## src/rtl/driver_pkg.sv

```systemverilog
// Shared constants, derived widths and state type for the LED driver datapath
// (framebuffer_reader, driver_controller and the framebuffer emulator).
package driver_pkg;

  localparam int unsigned DRIVERS         = 30;
  localparam int unsigned POKER_MODE      = 9;
  localparam int unsigned CHANNELS        = 48;
  localparam int unsigned MUX_COUNT       = 8;
  localparam int unsigned BLANKING_CYCLES = 80;

  localparam int unsigned MUX_W   = $clog2(MUX_COUNT);
  localparam int unsigned BIT_W   = $clog2(POKER_MODE);
  localparam int unsigned CH_W    = $clog2(CHANNELS);
  localparam int unsigned BLANK_W = $clog2(BLANKING_CYCLES);
  localparam int unsigned ADDR_W  = 1 + MUX_W + BIT_W + CH_W;

  localparam int unsigned SLICE_CYCLES = BLANKING_CYCLES + POKER_MODE * CHANNELS;
  localparam int unsigned FRAME_CYCLES = SLICE_CYCLES * MUX_COUNT;

  typedef enum logic [1:0] {
    IDLE,
    BLANK,
    DATA
  } fb_state_t;

endpackage

```

## src/rtl/framebuffer_reader_if.sv

```systemverilog
// Bit-plane RAM read port plus the poker-mode output stream of framebuffer_reader.
interface framebuffer_reader_if;
  import driver_pkg::*;

  logic [ADDR_W-1:0]  ram_addr;
  logic               ram_rd;
  logic [DRIVERS-1:0] ram_q;
  logic [DRIVERS-1:0] framebuffer_dat;
  logic               framebuffer_sync;

  modport master (
    output ram_addr,
    output ram_rd,
    input  ram_q,
    output framebuffer_dat,
    output framebuffer_sync
  );

  modport slave (
    input  ram_addr,
    input  ram_rd,
    output ram_q,
    input  framebuffer_dat,
    input  framebuffer_sync
  );

endinterface

```

## src/rtl/framebuffer_reader.sv

```systemverilog
// Sequences bit-plane reads from a double-buffered RAM and emits the 30-bit
// poker-mode stream with per-slice blanking, frame sync and buffer swapping.
module framebuffer_reader
  import driver_pkg::*;
(
  input  logic                 clk_hse,
  input  logic                 nrst,
  input  logic                 enable,
  input  logic                 swap_req,
  output logic                 swap_ack,
  output logic                 display_buf,
  output logic                 busy,
  framebuffer_reader_if.master fb
);

  fb_state_t          state;
  fb_state_t          state_next;
  logic [BLANK_W-1:0] blank_cnt;
  logic [MUX_W-1:0]   mux_cnt;
  logic [BIT_W-1:0]   bit_cnt;
  logic [CH_W-1:0]    ch_cnt;
  logic               swap_pending;
  logic               blank_done;
  logic               slice_done;
  logic               frame_end;
  logic               first_word;
  logic               rd;
  logic               rd_d1;
  logic               sync_d1;

  assign blank_done = (blank_cnt == BLANK_W'(BLANKING_CYCLES - 1));
  assign slice_done = (state == DATA) && (bit_cnt == '0) && (ch_cnt == '0);
  assign frame_end  = slice_done && (mux_cnt == MUX_W'(MUX_COUNT - 1));
  assign first_word = (mux_cnt == '0) && (bit_cnt == BIT_W'(POKER_MODE - 1))
                      && (ch_cnt == CH_W'(CHANNELS - 1));

  always_ff @(posedge clk_hse or negedge nrst) begin
    if (!nrst) state <= IDLE;
    else       state <= state_next;
  end

  always_comb begin
    state_next = state;
    unique case (state)
      IDLE:  if (enable) state_next = BLANK;
      BLANK: if (blank_done) state_next = DATA;
      DATA: begin
        if (frame_end)       state_next = enable ? BLANK : IDLE;
        else if (slice_done) state_next = BLANK;
      end
      default: state_next = IDLE;
    endcase
  end

  always_comb begin
    rd          = 1'b0;
    busy        = 1'b1;
    fb.ram_addr = '0;
    case (state)
      IDLE: busy = 1'b0;
      DATA: begin
        rd          = 1'b1;
        fb.ram_addr = {display_buf, mux_cnt, bit_cnt, ch_cnt};
      end
      default: ;
    endcase
  end

  assign fb.ram_rd = rd;

  // bit/channel are preloaded during blanking so DATA starts at the top plane
  always_ff @(posedge clk_hse or negedge nrst) begin
    if (!nrst) begin
      blank_cnt <= '0;
      mux_cnt   <= '0;
      bit_cnt   <= '0;
      ch_cnt    <= '0;
    end else begin
      case (state)
        IDLE: begin
          blank_cnt <= '0;
          mux_cnt   <= '0;
        end
        BLANK: begin
          blank_cnt <= blank_done ? '0 : blank_cnt + 1'b1;
          bit_cnt   <= BIT_W'(POKER_MODE - 1);
          ch_cnt    <= CH_W'(CHANNELS - 1);
        end
        DATA: begin
          if (ch_cnt == '0) begin
            ch_cnt  <= CH_W'(CHANNELS - 1);
            bit_cnt <= (bit_cnt == '0) ? BIT_W'(POKER_MODE - 1) : bit_cnt - 1'b1;
          end else begin
            ch_cnt <= ch_cnt - 1'b1;
          end
          if (frame_end)       mux_cnt <= '0;
          else if (slice_done) mux_cnt <= mux_cnt + 1'b1;
        end
        default: ;
      endcase
    end
  end

  // a request landing on the frame-end cycle is folded into this boundary
  always_ff @(posedge clk_hse or negedge nrst) begin
    if (!nrst) begin
      display_buf  <= 1'b0;
      swap_ack     <= 1'b0;
      swap_pending <= 1'b0;
    end else begin
      swap_ack <= 1'b0;
      if (frame_end && (swap_pending || swap_req)) begin
        display_buf  <= ~display_buf;
        swap_ack     <= 1'b1;
        swap_pending <= 1'b0;
      end else if (swap_req) begin
        swap_pending <= 1'b1;
      end
    end
  end

  always_ff @(posedge clk_hse or negedge nrst) begin
    if (!nrst) begin
      rd_d1               <= 1'b0;
      sync_d1             <= 1'b0;
      fb.framebuffer_dat  <= '0;
      fb.framebuffer_sync <= 1'b0;
    end else begin
      rd_d1               <= rd;
      sync_d1             <= rd && first_word;
      fb.framebuffer_dat  <= rd_d1 ? fb.ram_q : '0;
      fb.framebuffer_sync <= sync_d1;
    end
  end

endmodule

```

## src/flat_wrapper.sv

```systemverilog
// flat-port wrapper written by rule: the top's interface ports become plain ports
module framebuffer_reader_flat import driver_pkg::*;
  (clk_hse, nrst, enable, swap_req, swap_ack, display_buf, busy, fb_ram_addr, fb_ram_rd, fb_ram_q, fb_framebuffer_dat, fb_framebuffer_sync);
  framebuffer_reader_if fb_i ();
  input  logic clk_hse;
  input  logic nrst;
  input  logic enable;
  input  logic swap_req;
  output logic swap_ack;
  output logic display_buf;
  output logic busy;
  output wire logic [$bits(fb_i.ram_addr)-1:0] fb_ram_addr;
  output wire logic [$bits(fb_i.ram_rd)-1:0] fb_ram_rd;
  input wire logic [$bits(fb_i.ram_q)-1:0] fb_ram_q;
  output wire logic [$bits(fb_i.framebuffer_dat)-1:0] fb_framebuffer_dat;
  output wire logic [$bits(fb_i.framebuffer_sync)-1:0] fb_framebuffer_sync;
  assign fb_ram_addr = fb_i.ram_addr;
  assign fb_ram_rd = fb_i.ram_rd;
  assign fb_i.ram_q = fb_ram_q;
  assign fb_framebuffer_dat = fb_i.framebuffer_dat;
  assign fb_framebuffer_sync = fb_i.framebuffer_sync;
  framebuffer_reader u_core (.clk_hse(clk_hse), .nrst(nrst), .enable(enable), .swap_req(swap_req), .swap_ack(swap_ack), .display_buf(display_buf), .busy(busy), .fb(fb_i));
endmodule
```

## config.mk

```make
export PLATFORM = sky130hd
export DESIGN_NAME = framebuffer_reader_flat
export DESIGN_NICKNAME = d
export VERILOG_FILES = /design/src/rtl/driver_pkg.sv /design/src/rtl/framebuffer_reader_if.sv /design/src/rtl/framebuffer_reader.sv /design/src/flat_wrapper.sv
export SDC_FILE = /design/constraint.sdc
export NUM_CORES = 1
export LEC_CHECK = 0
export ABC_AREA = 1
export BUFFER_PORTS_ARGS = -buffer_cell sky130_fd_sc_hd__buf_4
export CELL_PAD_IN_SITES_DETAIL_PLACEMENT = 1
export CELL_PAD_IN_SITES_GLOBAL_PLACEMENT = 2
export CORE_UTILIZATION = 27
export CTS_CLUSTER_DIAMETER = 150
export DETAILED_ROUTE_END_ITERATION = 12
export GPL_ROUTABILITY_DRIVEN = 0
export GPL_TIMING_DRIVEN = 0
export PLACE_DENSITY_LB_ADDON = 0.1
export SYNTH_ARGS = -nofsm -noshare
export SYNTH_HDL_FRONTEND = slang
export SYNTH_SLANG_ARGS = --single-unit
```

## constraint.sdc

```tcl
create_clock -name clk_hse -period 1.5 [get_ports clk_hse]
set_input_delay 0.375 -clock clk_hse [delete_from_list [all_inputs] [get_ports clk_hse]]
set_output_delay 0.375 -clock clk_hse [all_outputs]
set_load 0.01 [all_outputs]
```

==> summary by stage <==
Logic synthesis
The per-instance average area after synthesis is around 9.4 µm². The share of Yosys cell area claimed by the top area cell type is 0.541. The number of distinct standard cells referenced by the synthesized netlist is 35. In the synthesized netlist, the cells that appear most often are 70 x sky130_fd_sc_hd__nand2_1, 64 x sky130_fd_sc_hd__inv_1, 58 x sky130_fd_sc_hd__dfrtp_1. For this run, the number of Yosys warnings is 0. The post-synth net total is about 330.

Of all flip-flops after synthesis, the portion carrying an async set or reset was 1.00. Summing every instance area after synthesis gives 0.00268 mm². sky130_fd_sc_hd__dfrtp_1 takes more of the synthesized area than any other cell. The dominant register cell in the synthesized netlist is sky130_fd_sc_hd__dfrtp_1.

The number of register bits inferred by synthesis is between 50 and 60. The cell count after synthesis is 286. The sequential-to-total area share from yosys stat is 0.541. The count of flip-flops with a built-in enable after synthesis is 0. By area the synthesized netlist is led by sky130_fd_sc_hd__dfrtp_1 54%, sky130_fd_sc_hd__nand2_1 9.8%, sky130_fd_sc_hd__inv_1 9.0%. Yosys instantiated no cell more often than sky130_fd_sc_hd__nand2_1.

Power
Internal power comes to between 4 and 5 mW. IR analysis of the VDD net gives a maximum drop of 0.629 mV. Of the total power, the clock network draws 0.242.

The power density relative to cell area is 1590 mW/mm². The share of total power dissipated in sequential elements is 0.299. The combinational fraction of design power is 0.458. The final total power is 6.78 mW. Of the total power, the share spent switching nets is 0.362.

The static leakage is 2.44 nW. The switching power of the nets is 2.45 mW.

Cells and area
The area growth from synthesis to layout is 58.5%. The number of antenna diodes in the final layout is 0. The fraction of layout cells with a size suffix above 1 is 0.474. The final cell count without fillers is 540. The post-layout utilization of the core is 0.439. The post-route standard cell area excluding fillers is 0.00425 mm². The final net count is approximately 450.

Job
Across the run, the number of max-cap violations was 0.

Status
The checks that failed: negative setup slack. The run finished, with violations left.

Routing
In this run the remaining antenna-violating nets after routing total 0. For this block, the via count after detailed routing is roughly 2300. After detailed routing, the total wire length is about 7100 µm. Dividing the detail-routed via count by the number of cells gives 4.18. The DRC violation count after routing is 0.

The total iterations of the first detailed-routing run is 4. For this block, the initial DRC count from the detailed router was between 50 and 60. In the final routed layout, each cell accounts on average for 13.2 µm.

STA
The routed design could run at a clock period as short as 1870 ps. For the pin with the worst max-slew slack, the measured transition is 780 ps. The count of endpoints failing hold in the final timing report is 0. Setup repair after global routing could not meet its margin everywhere. Derived from the worst setup path, the maximum achievable clock frequency is 534 MHz. The worst clock skew is 12.4 ps. In this run the tightest slew margin relative to its limit is 0.480. After layout, the worst setup slack is -372 ps. The final number of setup-violating endpoints is 31. The final max-slew violation count is 0. The final worst-path cycle share is 1.25.

Setup path
The worst setup path is captured at a primary output. The origin of the worst setup path is u_core.state[1]. The nature of the critical path startpoint is a register. The path type of the worst setup path is register to primary output.

The endpoint of the worst setup timing path is fb_ram_addr[4]. The logic depth of the worst register-to-register path is 12. The largest fanout on the critical path is 5.

In this run the critical register-to-register path is launched from u_core.state[1]. Data on the critical path arrives at its endpoint at 1500 ps. The worst register-to-register path ends at u_core.state[0]. The required time of the critical path is 1120 ps.

Setup slack on the worst reg-to-reg path comes out at -240 ps.

Place
The total placed instance area is 0.00350 mm². Detailed placement ended at an HPWL of between 4000 and 5000 µm. In this run, placement finished with an instance count of 501. Port buffering added 82 buffers.

Die
The die span in x is between 100 and 150 µm. The core region is 0.00968 mm². The site row count is 36. The die height is 102 µm. The number of ports placed on the die boundary is 83.

The initial standard-cell utilization of the core is 0.277. The overall die area is 0.0103 mm².

GRT
The number of antenna violations at the first check in global routing is 0. The number of global-route vias before repair is 2328. The remaining global-route overflow is 0. In the global route stage, overall resource usage came out at 0.147. Entering global routing, the biggest net connects 59 pins. The first global-routing pass estimated 11300 µm of wire.

CTS
The CTS clock-pin slew for the worst setup and hold paths is ~70 ps. The root buffer cell chosen for the clock tree is sky130_fd_sc_hd__clkbuf_8. For the worst-skew pair, the clock arrives at the later sink with an insertion delay of 340 ps. Buffers inserted to repair hold after CTS numbered 0. TritonCTS created 9 clock buffers. The number of buffers on the longest clock path is 2. The clock tree from TritonCTS is yes. The clock tree synthesis step divided the H-tree into 3 levels. CTS saw 58 sinks.

Min path
The worst hold path class is input port to asynchronous set/reset pin.
==> worst max-delay path: stages, from the launching register on <==
cell and delay [ps]:
sky130_fd_sc_hd__dfrtp_1 400, sky130_fd_sc_hd__ha_4 170, sky130_fd_sc_hd__buf_6 110, sky130_fd_sc_hd__buf_8 130, sky130_fd_sc_hd__buf_16 140, sky130_fd_sc_hd__nand2_2 50, sky130_fd_sc_hd__inv_2 30, sky130_fd_sc_hd__buf_4 130
==> state kept, by name, indices dropped and copies added, names as in the netlist, 2 cells and up <==
register / cells
u_core.state: 2
u_core.mux_cnt: 3
u_core.blank_cnt: 7
u_core.bit_cnt: 4
u_core.fb.framebuffer_dat: 30
u_core.ch_cnt: 6
==> layout by cell type (no fill, tap or decap), types with 3 or more instances in the layout <==
cell type	n
sky130_fd_sc_hd__dfrtp_1	58
sky130_fd_sc_hd__inv_2	17
sky130_fd_sc_hd__buf_8	3
sky130_fd_sc_hd__xnor2_1	4
sky130_fd_sc_hd__ha_1	9
sky130_fd_sc_hd__clkbuf_8	10
sky130_fd_sc_hd__o21ai_1	5
sky130_fd_sc_hd__xor2_1	5
sky130_fd_sc_hd__nand3_2	4
sky130_fd_sc_hd__buf_6	20
sky130_fd_sc_hd__nand3_1	10
sky130_fd_sc_hd__buf_4	83
sky130_fd_sc_hd__nand3_4	4
sky130_fd_sc_hd__clkbuf_1	4
sky130_fd_sc_hd__nand2_2	8
sky130_fd_sc_hd__inv_1	46
sky130_fd_sc_hd__nor2_1	7
sky130_fd_sc_hd__nand2_1	53
sky130_fd_sc_hd__a21oi_1	3
sky130_fd_sc_hd__nor2_2	3
sky130_fd_sc_hd__ha_4	4
sky130_fd_sc_hd__nand2_4	11
==> power by group through the flow <==
stage | Sequential, mW | Clock (mW) | Combinational (mW)
5_1_grt | 2.06 | 1.76 | 3.41
3_5_place_dp | 2.06 | 0 | 2.11
2_1_floorplan | 2.11 | 0 | 1.20
3_3_place_gp | 2.05 | 0 | 2.09
6_report | 2.03 | 1.64 | 3.11
4_1_cts | 2.03 | 1.70 | 2.56
==> layer usage <==
| metal | vias up | global-route usage | routed length, µm |
|---|---|---|---|
| met2 | 66 | 0.216 | 3410 |
| met5 | - | 0 | 0 |
| li1 | 1093 | - | - |
| met1 | 1090 | 0.185 | 3030 |
| met3 | 10 | 0.0635 | 576 |
| met4 | 0 | 0.0669 | 108 |
==> stage by stage <==
| step | setup slack (ps) | setup TNS, ps | hold WS (ps) |
|---|---|---|---|
| after floorplan | -16.2 | -56.0 | 79.4 |
| after global placement | -206 | -2340 | 333 |
| after detailed placement | -226 | -2720 | 340 |
| after CTS | -396 | -6110 | 143 |
| after global routing | -449 | -10150 | 171 |
| final | -372 | -7910 | 110 |
==> cell families (layout without fill, tap and decap cells) <==
group	after synthesis	after routing	share of synthesized area
AOI/OAI and AO/OA	24	24	0.0634
xor gates and xnor gates	9	9	0.0294
adders and majority gates	13	13	0.0606
buffers and inverters	72	193	0.106
DFF	58	58	0.541
and+or+nand+nor	110	110	0.200
==> worst min path at each step <==
stage                     slack [ps]                          to            from
after floorplan                   80           u_core.bit_cnt[0]            nrst
after global placement           330  u_core.fb.framebuffer_sync  u_core.sync_d1
after detailed placement         340  u_core.fb.framebuffer_sync  u_core.sync_d1
after CTS                        140            u_core.ch_cnt[4]            nrst
after global routing             170            u_core.ch_cnt[4]            nrst
final                            110            u_core.ch_cnt[4]            nrst
==> final cells by class <==
cell class                      count  area (µm²)
Fill cell                        1103        5430
Inverter                           65         249
Clock buffer                       11         141
Buffer                              7        72.6
Tap cell                          133         166
Clock inverter                      5        77.6
Sequential cell                    58        1450
Timing Repair Buffer              105         900
Multi-Input combinational cell    156        1190
==> repair_timing <==
action	in CTS	in global routing
buffers inserted	11	12
pin swaps	3	10
cloned	1	0
setup endpoints to repair	25	32
resized for setup	37	47
(Power assumes the default switching activity.)
